**src/rtl/alu_pkg.sv**
```systemverilog
// ============================================================================
// Module      : alu_pkg
// Description : Shared widths and function-code constants for the ALU slice.
// Revision    : 1.0 - initial release
// ============================================================================
`default_nettype none

package alu_pkg;

    localparam int ALU_WIDTH = 32;
    localparam int SHAMT_W   = 5;

    typedef enum logic [3:0] {
        FN_ADD   = 4'd0,
        FN_SUB   = 4'd1,
        FN_AND   = 4'd2,
        FN_OR    = 4'd3,
        FN_XOR   = 4'd4,
        FN_NOR   = 4'd5,
        FN_NOT   = 4'd6,
        FN_SLL   = 4'd7,
        FN_SRL   = 4'd8,
        FN_SRA   = 4'd9,
        FN_SLLV  = 4'd10,
        FN_SRLV  = 4'd11,
        FN_SRAV  = 4'd12,
        FN_SLT   = 4'd13,
        FN_SLTU  = 4'd14,
        FN_PASSB = 4'd15
    } funct_e;

endpackage

`default_nettype wire

```
**src/rtl/alu_if.sv**
```systemverilog
// ============================================================================
// Module      : alu_if
// Description : Operand/result bundle between the capture front end and ALU.
//               Flag signals exist only when ALU_FLAGS_EN is defined.
// Revision    : 1.0 - initial release
// ============================================================================
`default_nettype none

interface alu_if #(
    parameter int WIDTH = alu_pkg::ALU_WIDTH
);
    import alu_pkg::*;

    logic [WIDTH-1:0]   a;
    logic [WIDTH-1:0]   b;
    logic [SHAMT_W-1:0] shamt;
    logic [3:0]         funct;
    logic [WIDTH-1:0]   res;
`ifdef ALU_FLAGS_EN
    logic               zero;
    logic               neg;
    logic               carry;
    logic               ovf;

    modport master (output a, b, shamt, funct, input  res, zero, neg, carry, ovf);
    modport slave  (input  a, b, shamt, funct, output res, zero, neg, carry, ovf);
`else
    modport master (output a, b, shamt, funct, input  res);
    modport slave  (input  a, b, shamt, funct, output res);
`endif

endinterface

`default_nettype wire

```
**src/rtl/alu_shifter.sv**
```systemverilog
// ============================================================================
// Module      : alu_shifter
// Description : Combinational logarithmic barrel shifter (dir=1 shifts left).
// Revision    : 1.0 - initial release
// ============================================================================
`default_nettype none

module alu_shifter #(
    parameter int WIDTH   = 32,
    parameter int SHAMT_W = 5
) (
    input  wire logic [WIDTH-1:0]   data,
    input  wire logic [SHAMT_W-1:0] amount,
    input  wire logic               dir,
    input  wire logic               arith,
    output logic      [WIDTH-1:0]   result
);

    logic [WIDTH-1:0] w_stage [0:SHAMT_W];
    logic             w_fill;

    assign w_fill     = arith & data[WIDTH-1];
    assign w_stage[0] = data;

    // Stage k conditionally shifts by 2**k, selected by amount[k].
    for (genvar k = 0; k < SHAMT_W; k++) begin : g_stage
        localparam int SH = 1 << k;
        logic [WIDTH-1:0] w_left;
        logic [WIDTH-1:0] w_right;

        assign w_left         = {w_stage[k][WIDTH-1-SH:0], {SH{1'b0}}};
        assign w_right        = {{SH{w_fill}}, w_stage[k][WIDTH-1:SH]};
        assign w_stage[k+1]   = amount[k] ? (dir ? w_left : w_right) : w_stage[k];
    end

    assign result = w_stage[SHAMT_W];

endmodule

`default_nettype wire

```
**src/rtl/alu.sv**
```systemverilog
// ============================================================================
// Module      : alu
// Description : 32-bit signed ALU with registered result, one-cycle latency.
//               Define ALU_FLAGS_EN to add registered zero/neg/carry/ovf flags.
// Revision    : 1.0 - initial release
// ============================================================================
`default_nettype none

module alu
    import alu_pkg::*;
#(
    parameter int WIDTH = ALU_WIDTH
) (
    input  wire logic clk,
    input  wire logic rst,
    alu_if.slave      bus
);

    localparam int c_msb = WIDTH - 1;

    logic               w_sub;
    logic [WIDTH-1:0]   w_b_op;
    logic [WIDTH:0]     w_sum_full;
    logic [WIDTH-1:0]   w_sum;
    logic               w_cout;
    logic               w_ovf;
    logic               w_slt;
    logic               w_sltu;
    logic               w_var_shift;
    logic               w_left;
    logic               w_arith;
    logic [SHAMT_W-1:0] w_amount;
    logic [WIDTH-1:0]   w_shift;
    logic [WIDTH-1:0]   w_res_next;
    logic [WIDTH-1:0]   r_res;

    // One adder serves ADD, SUB and both compares: subtract = invert b, carry-in 1.
    assign w_sub      = (bus.funct != FN_ADD);
    assign w_b_op     = bus.b ^ {WIDTH{w_sub}};
    assign w_sum_full = {1'b0, bus.a} + {1'b0, w_b_op} + {{WIDTH{1'b0}}, w_sub};
    assign w_sum      = w_sum_full[WIDTH-1:0];
    assign w_cout     = w_sum_full[WIDTH];
    assign w_ovf      = (bus.a[c_msb] == w_b_op[c_msb]) && (w_sum[c_msb] != bus.a[c_msb]);
    assign w_slt      = w_sum[c_msb] ^ w_ovf;
    assign w_sltu     = ~w_cout;

    assign w_var_shift = (bus.funct == FN_SLLV) || (bus.funct == FN_SRLV) || (bus.funct == FN_SRAV);
    assign w_left      = (bus.funct == FN_SLL)  || (bus.funct == FN_SLLV);
    assign w_arith     = (bus.funct == FN_SRA)  || (bus.funct == FN_SRAV);
    assign w_amount    = w_var_shift ? bus.b[SHAMT_W-1:0] : bus.shamt;

    alu_shifter #(
        .WIDTH   (WIDTH),
        .SHAMT_W (SHAMT_W)
    ) u_shifter (
        .data   (bus.a),
        .amount (w_amount),
        .dir    (w_left),
        .arith  (w_arith),
        .result (w_shift)
    );

    always_comb begin
        w_res_next = '0;
        case (bus.funct)
            FN_ADD, FN_SUB:                   w_res_next = w_sum;
            FN_AND:                           w_res_next = bus.a & bus.b;
            FN_OR:                            w_res_next = bus.a | bus.b;
            FN_XOR:                           w_res_next = bus.a ^ bus.b;
            FN_NOR:                           w_res_next = ~(bus.a | bus.b);
            FN_NOT:                           w_res_next = ~bus.a;
            FN_SLL, FN_SRL, FN_SRA,
            FN_SLLV, FN_SRLV, FN_SRAV:        w_res_next = w_shift;
            FN_SLT:                           w_res_next = {{(WIDTH-1){1'b0}}, w_slt};
            FN_SLTU:                          w_res_next = {{(WIDTH-1){1'b0}}, w_sltu};
            FN_PASSB:                         w_res_next = bus.b;
            default:                          w_res_next = '0;
        endcase
    end

    always_ff @(posedge clk) begin
        if (rst) begin
            r_res <= '0;
        end else begin
            r_res <= w_res_next;
        end
    end

    assign bus.res = r_res;

`ifdef ALU_FLAGS_EN
    logic w_is_addsub;
    logic r_zero;
    logic r_neg;
    logic r_carry;
    logic r_ovf;

    assign w_is_addsub = (bus.funct == FN_ADD) || (bus.funct == FN_SUB);

    always_ff @(posedge clk) begin
        if (rst) begin
            r_zero  <= 1'b0;
            r_neg   <= 1'b0;
            r_carry <= 1'b0;
            r_ovf   <= 1'b0;
        end else begin
            r_zero  <= (w_res_next == '0);
            r_neg   <= w_res_next[c_msb];
            r_carry <= w_is_addsub & w_cout;
            r_ovf   <= w_is_addsub & w_ovf;
        end
    end

    assign bus.zero  = r_zero;
    assign bus.neg   = r_neg;
    assign bus.carry = r_carry;
    assign bus.ovf   = r_ovf;
`endif

endmodule

`default_nettype wire

```
**src/flat_wrapper.sv**
```systemverilog
// flat-port wrapper written by rule: the top's interface ports become plain ports
module alu_flat import alu_pkg::*;
#(
    parameter int WIDTH = ALU_WIDTH
)
  (clk, rst, bus_a, bus_b, bus_shamt, bus_funct, bus_res);
  alu_if #(.WIDTH(WIDTH)) bus_i ();
  input  wire logic clk;
  input  wire logic rst;
  input wire logic [$bits(bus_i.a)-1:0] bus_a;
  input wire logic [$bits(bus_i.b)-1:0] bus_b;
  input wire logic [$bits(bus_i.shamt)-1:0] bus_shamt;
  input wire logic [$bits(bus_i.funct)-1:0] bus_funct;
  output wire logic [$bits(bus_i.res)-1:0] bus_res;
  assign bus_i.a = bus_a;
  assign bus_i.b = bus_b;
  assign bus_i.shamt = bus_shamt;
  assign bus_i.funct = bus_funct;
  assign bus_res = bus_i.res;
  alu #(.WIDTH(WIDTH)) u_core (.clk(clk), .rst(rst), .bus(bus_i));
endmodule
```
**config.mk**
```make
export PLATFORM = sky130hd
export DESIGN_NAME = alu_flat
export DESIGN_NICKNAME = d
export VERILOG_FILES = /design/src/rtl/alu_pkg.sv /design/src/rtl/alu_if.sv /design/src/rtl/alu_shifter.sv /design/src/rtl/alu.sv /design/src/flat_wrapper.sv
export SDC_FILE = /design/constraint.sdc
export NUM_CORES = 1
export LEC_CHECK = 0
export ABC_AREA = 1
export CORE_MARGIN = 2
export CORE_UTILIZATION = 55
export DETAILED_ROUTE_END_ITERATION = 16
export GPL_TIMING_DRIVEN = 0
export HOLD_SLACK_MARGIN = 0.15
export PLACE_DENSITY = 0.81
export SETUP_SLACK_MARGIN = 0.1
export SYNTH_ARGS = -nofsm -noshare
export SYNTH_HDL_FRONTEND = slang
export SYNTH_SLANG_ARGS = --single-unit
```
**constraint.sdc**
```tcl
create_clock -name clk -period 10.1 [get_ports clk]
set_input_delay 2.02 -clock clk [delete_from_list [all_inputs] [get_ports clk]]
set_output_delay 2.02 -clock clk [all_outputs]
set_load 0.05 [all_outputs]
```
# Yosys cells after proc, flatten, opt, wreduce, memory -nomap -nowiden
# Index checks and enable logic that the tools add are counted.
# word_totals
regBits,32
latch_bits,0
ram_bits,0
romBits,0
in_bits,75
out_inout_bits,32
wordCells,50
n_memories,0
# classes
addsub,2
n_mul,0
div,0
n_lt_le_gt_ge,0
eq_ne,17
shift,0
mux,12
bitwise_logic,9
n_reduce_logical,9
# ops
cell,n
$mux W32,10
$pmux W32 S10,1
$not A32 Y32,2
$xor A32 B32 Y32,2
$add A32 B32 Y33,1
$add A33 B1 Y33,1
$and A32 B32 Y32,1
$eq A4 B4 Y1 const B,8
$or A32 B32 Y32,1
$eq A4 B3 Y1 const B,4
$eq A4 B2 Y1 const B,2
$reduce_or A6 Y1,1
$mux W5,1
$eq A4 B1 Y1 const B,1
$logic_not A4 Y1,1
$logic_or A1 B1 Y1,4
$reduce_bool A4 Y1,1
$reduce_or A2 Y1,1
$and A1 B1 Y1,1
$eq A1 B1 Y1,1
$logic_and A1 B1 Y1,1
$ne A1 B1 Y1,1
$not A1 Y1,1
$xor A1 B1 Y1,1

# Logic depth before layout (Yosys ltp)
# logic_depth
depth_word,14
depth_mapped,22
ltp_nobuf,21

# Cells and area by module
# Synthesis repeated with hierarchy kept, for this count alone.
# hier_totals
hier_cells,1694
area_unflattened_um2,8953.6
# by_module_without_submodules
module,instances,cells_per_inst,area_per_inst_um2,seq_area_each_um2
alu,1,973,5863.1,640.6
alu_shifter,1,721,3090.5,0.0

# Worst setup path after synthesis
# OpenSTA, ideal clock, no wires.
# synth_timing
path_kind,input to register
startpoint,in bus_funct[0]
endpoint,reg u_core.r_res[24] (netlist: u_core.bus.res[24])
setup_time_ps,64
arrival_ps,4956
required_ps,10036
setup_slack_ps,5080
cell_stages,17
path_buffers,1
cell_sequence,nor2_1 > inv_1 > nor2_2 > buf_1 > xor2_1 > fa_1 > nand3_1 > nand2_1 > a21oi_1 > o21bai_1 > a21oi_1 > o21bai_1 > a21oi_1 > o21ai_0 > o21ai_0 > a21oi_1 > nor2_1
# synth_via
elab_chain_cells,14
elab_cells_between_ends,39
cone_classes,2 x add/sub; 15 x eq/ne; 12 x mux; 2 x bitwise; 8 x reduce/logical
# synth_rtl
element,line,source
start: declaration,flat_wrapper.sv:13,input wire logic [$bits(bus_i.funct)-1:0] bus_funct;
branches (longest 13 deep; another with $add A32 B32 Y33),--,
$pmux W32 S10 (*),alu.sv:65,case (bus.funct)
end signal: assignment,alu.sv:85,r_res <= w_res_next;
end: declaration,alu.sv:35,logic [WIDTH-1:0] r_res;
# Every way passes the cells marked *.
# A chain may end at the register's enable or synchronous reset.

# Worst setup path after layout
# layout_timing
startpoint,in bus_funct[1]
endpoint,reg u_core.r_res[0] (netlist: u_core.bus.res[0])
# layout_via
elab_chain_cells,14
elab_cells_between_ends,42
cone_classes,2 x add/sub; 17 x eq/ne; 12 x mux; 3 x bitwise; 8 x reduce/logical
# layout_rtl
element,line
branches (longest 13 deep; another with $add A32 B32 Y33),--
$pmux W32 S10 (*),alu.sv:65
# Marked as above.

==> run metrics <==
drt via density=6.47; Critical Path Source Type=input pin; Peak VDD IR=0.0942 mV; failing checks=capacitance limit, slew limit; Synth top area share=21.6%; most common cell in the netlist=nand2_1; Distinct cells, synth=48; global placement routability congestion=1.09; Detail Placement HPWL=33.9 mm; WS Path Type=in -> reg; Slew HR=-1.19%; Largest register FFs=32; Die Span Y=131 um; max-cap violation count=1; vias=12,429; P_leak=5.23 nW; grt total ovfl=0; fin crit share=63.4%; # setup viols final=0; clk root buf=clkbuf_16; Slew Limit Fails=8; flops & latches, synth=32; synth top area cells=nand2_1, nand3_1, ha_1, dfxtp_1, inv_1; crit path DAT=6600 ps; synthesized area=8850 um^2; post-CTS setup buffers=0; IO Pins=107; Max FO, Critical Path=10; DP Area=10,200 um^2; Final #Nets=1,874; WL final=43.5 mm; initial antenna violation count=2; drt wl/cell=22.6 um; Total Power=0.00104 W; CTS Buf Count=5; Core Area=15,800 um^2; gr usage total=50.5%; die area=17,100 um^2; Detail Route Antenna Nets=0; Required @ worst endpoint=10,290 ps; clk sinks=32; time the worst path needs with I/O delays and setup=6410 ps; row count=46; Slew @ Worst Pin=1510 ps; area grow syn2layout=16.9%; post-CTS sizing=0; Seq/Total Area, Yosys=7.24%; Die W=131 um; number of synthesized flops with an enable pin=0; Ys Warns=0; top cells by count, synth=nand2_1, nand3_1, inv_1, ha_1, nor2_1; largest net degree at the start of global routing=11; Net Count, Synth=1,761; Port-buffer cells=106; RSZ-0062 raised after global routing=false; CTS Buffer Depth=2; CTS tree=done; Final Cell Area=10,400 um^2; DR iter-0 viols=2,063; first-pass iteration count of the detailed router=8; Critical path origin=bus_funct[1]; drc violations=0; htree depth=2; Max Fclk=0.156 GHz; ys flop type=dfxtp_1; TNS Setup=0 ps; Hold Fails Final Rpt=0; Worst-path clk slew=60 ps; worst hold path class=in -> reg; hold buffers post-CTS=0; hold path start=rst; share of cells above drive strength 1=5.05%; Starting Density=55.9%; ys async rst share=0%; syn avg cell area=5.57 um^2; Setup crit end kind=flop; first-pass GRT wire length=64.1 mm; via count of the first global-routing pass=11,398; status=finished, violations left; Mapped Cells=1,590; Power Density=100 nW/um^2; leading area contributor after synthesis=nand2_1
==> area by class of cell <==
class                   instances  area, um^2
flip-flops and latches         32         641
multi-input cells            1312        7160
repair buffers                106        1060
well taps                     216         270
inverters                     172         646
clock inverters                 2        35.0
diodes                          1        2.50
plain buffers                  74         404
clock buffers                   6         129
fillers                      1606        5480
==> per-stage QoR <==
step | std cells | utilization, % | setup slack (ps) | hold slack [ps]
after floorplan | 1590 | - | 5080 | 2210
after global placement | 1912 | 64.3 | 3600 | 2730
after detailed placement | 1912 | 64.3 | 3600 | 2720
after CTS | 1920 | 65.4 | 3880 | 2420
after global routing | 1920 | 65.4 | 3430 | 2470
final | 1921 | 65.4 | 3690 | 2430
==> routing by layer <==
layer  part of all wire, %  track usage [%]  up-vias
met5                     0                0        -
met4                   9.9             39.8        0
met3                    15             20.6      348
met2                    41             76.5     1040
met1                    34             56.0     5504
li1                      -                -     5537
==> cells in the final DEF, fill, tap and decap left out, types with 30 or more instances in the layout <==
master	n
nand2_1	509
o21ai_1	32
clkbuf_1	30
inv_1	165
nand3_1	249
xor2_1	46
dfxtp_1	32
ha_1	95
clkdlybuf4s50_1	106
o21ai_0	79
a21oi_1	69
nor2_1	86
==> critical path: stages <==
cell and delay (ps):
clkdlybuf4s50_1 530, nor2_1 260, inv_1 120, nor2_2 260, buf_1 680, xor2_1 150, ha_1 400, nand2_1 130
inv_1 90, nand3_1 70, o21ai_1 420, a21oi_2 170, o21ai_0 550, nand2_1 140, nand2_1 160, o21ai_1 90
a21oi_1 130, nand3_1 90, nand2_1 90, inv_1 40
==> power breakdown <==
part | switching [W] | internal [W]
clock | 0.0000709 | 0.000116
sequential | 0.00000403 | 0.000140
combinational | 0.000486 | 0.000219
==> final timing paths <==
path                                         to  slack [ps]  depth (start not counted)
hold / removal    u_core.bus.res[31]$_SDFF_PP0_        2430                          4
setup / recovery   u_core.bus.res[0]$_SDFF_PP0_        3690                         20
==> cell families (layout without fill, tap and decap cells) <==
group / Yosys count / after routing / synth area share [%]
adder cells (fa/ha/maj): 96 / 96 / 13.7
AND/OR/NAND/NOR: 893 / 893 / 43.5
flip-flops: 32 / 32 / 7.24
XOR/XNOR: 52 / 52 / 5.14
other: 0 / 1 / 0
AO/OA/AOI/OAI: 271 / 271 / 18.6
buffers and inverters: 246 / 360 / 11.9
No activity file was read; power rests on OpenSTA's default activity.
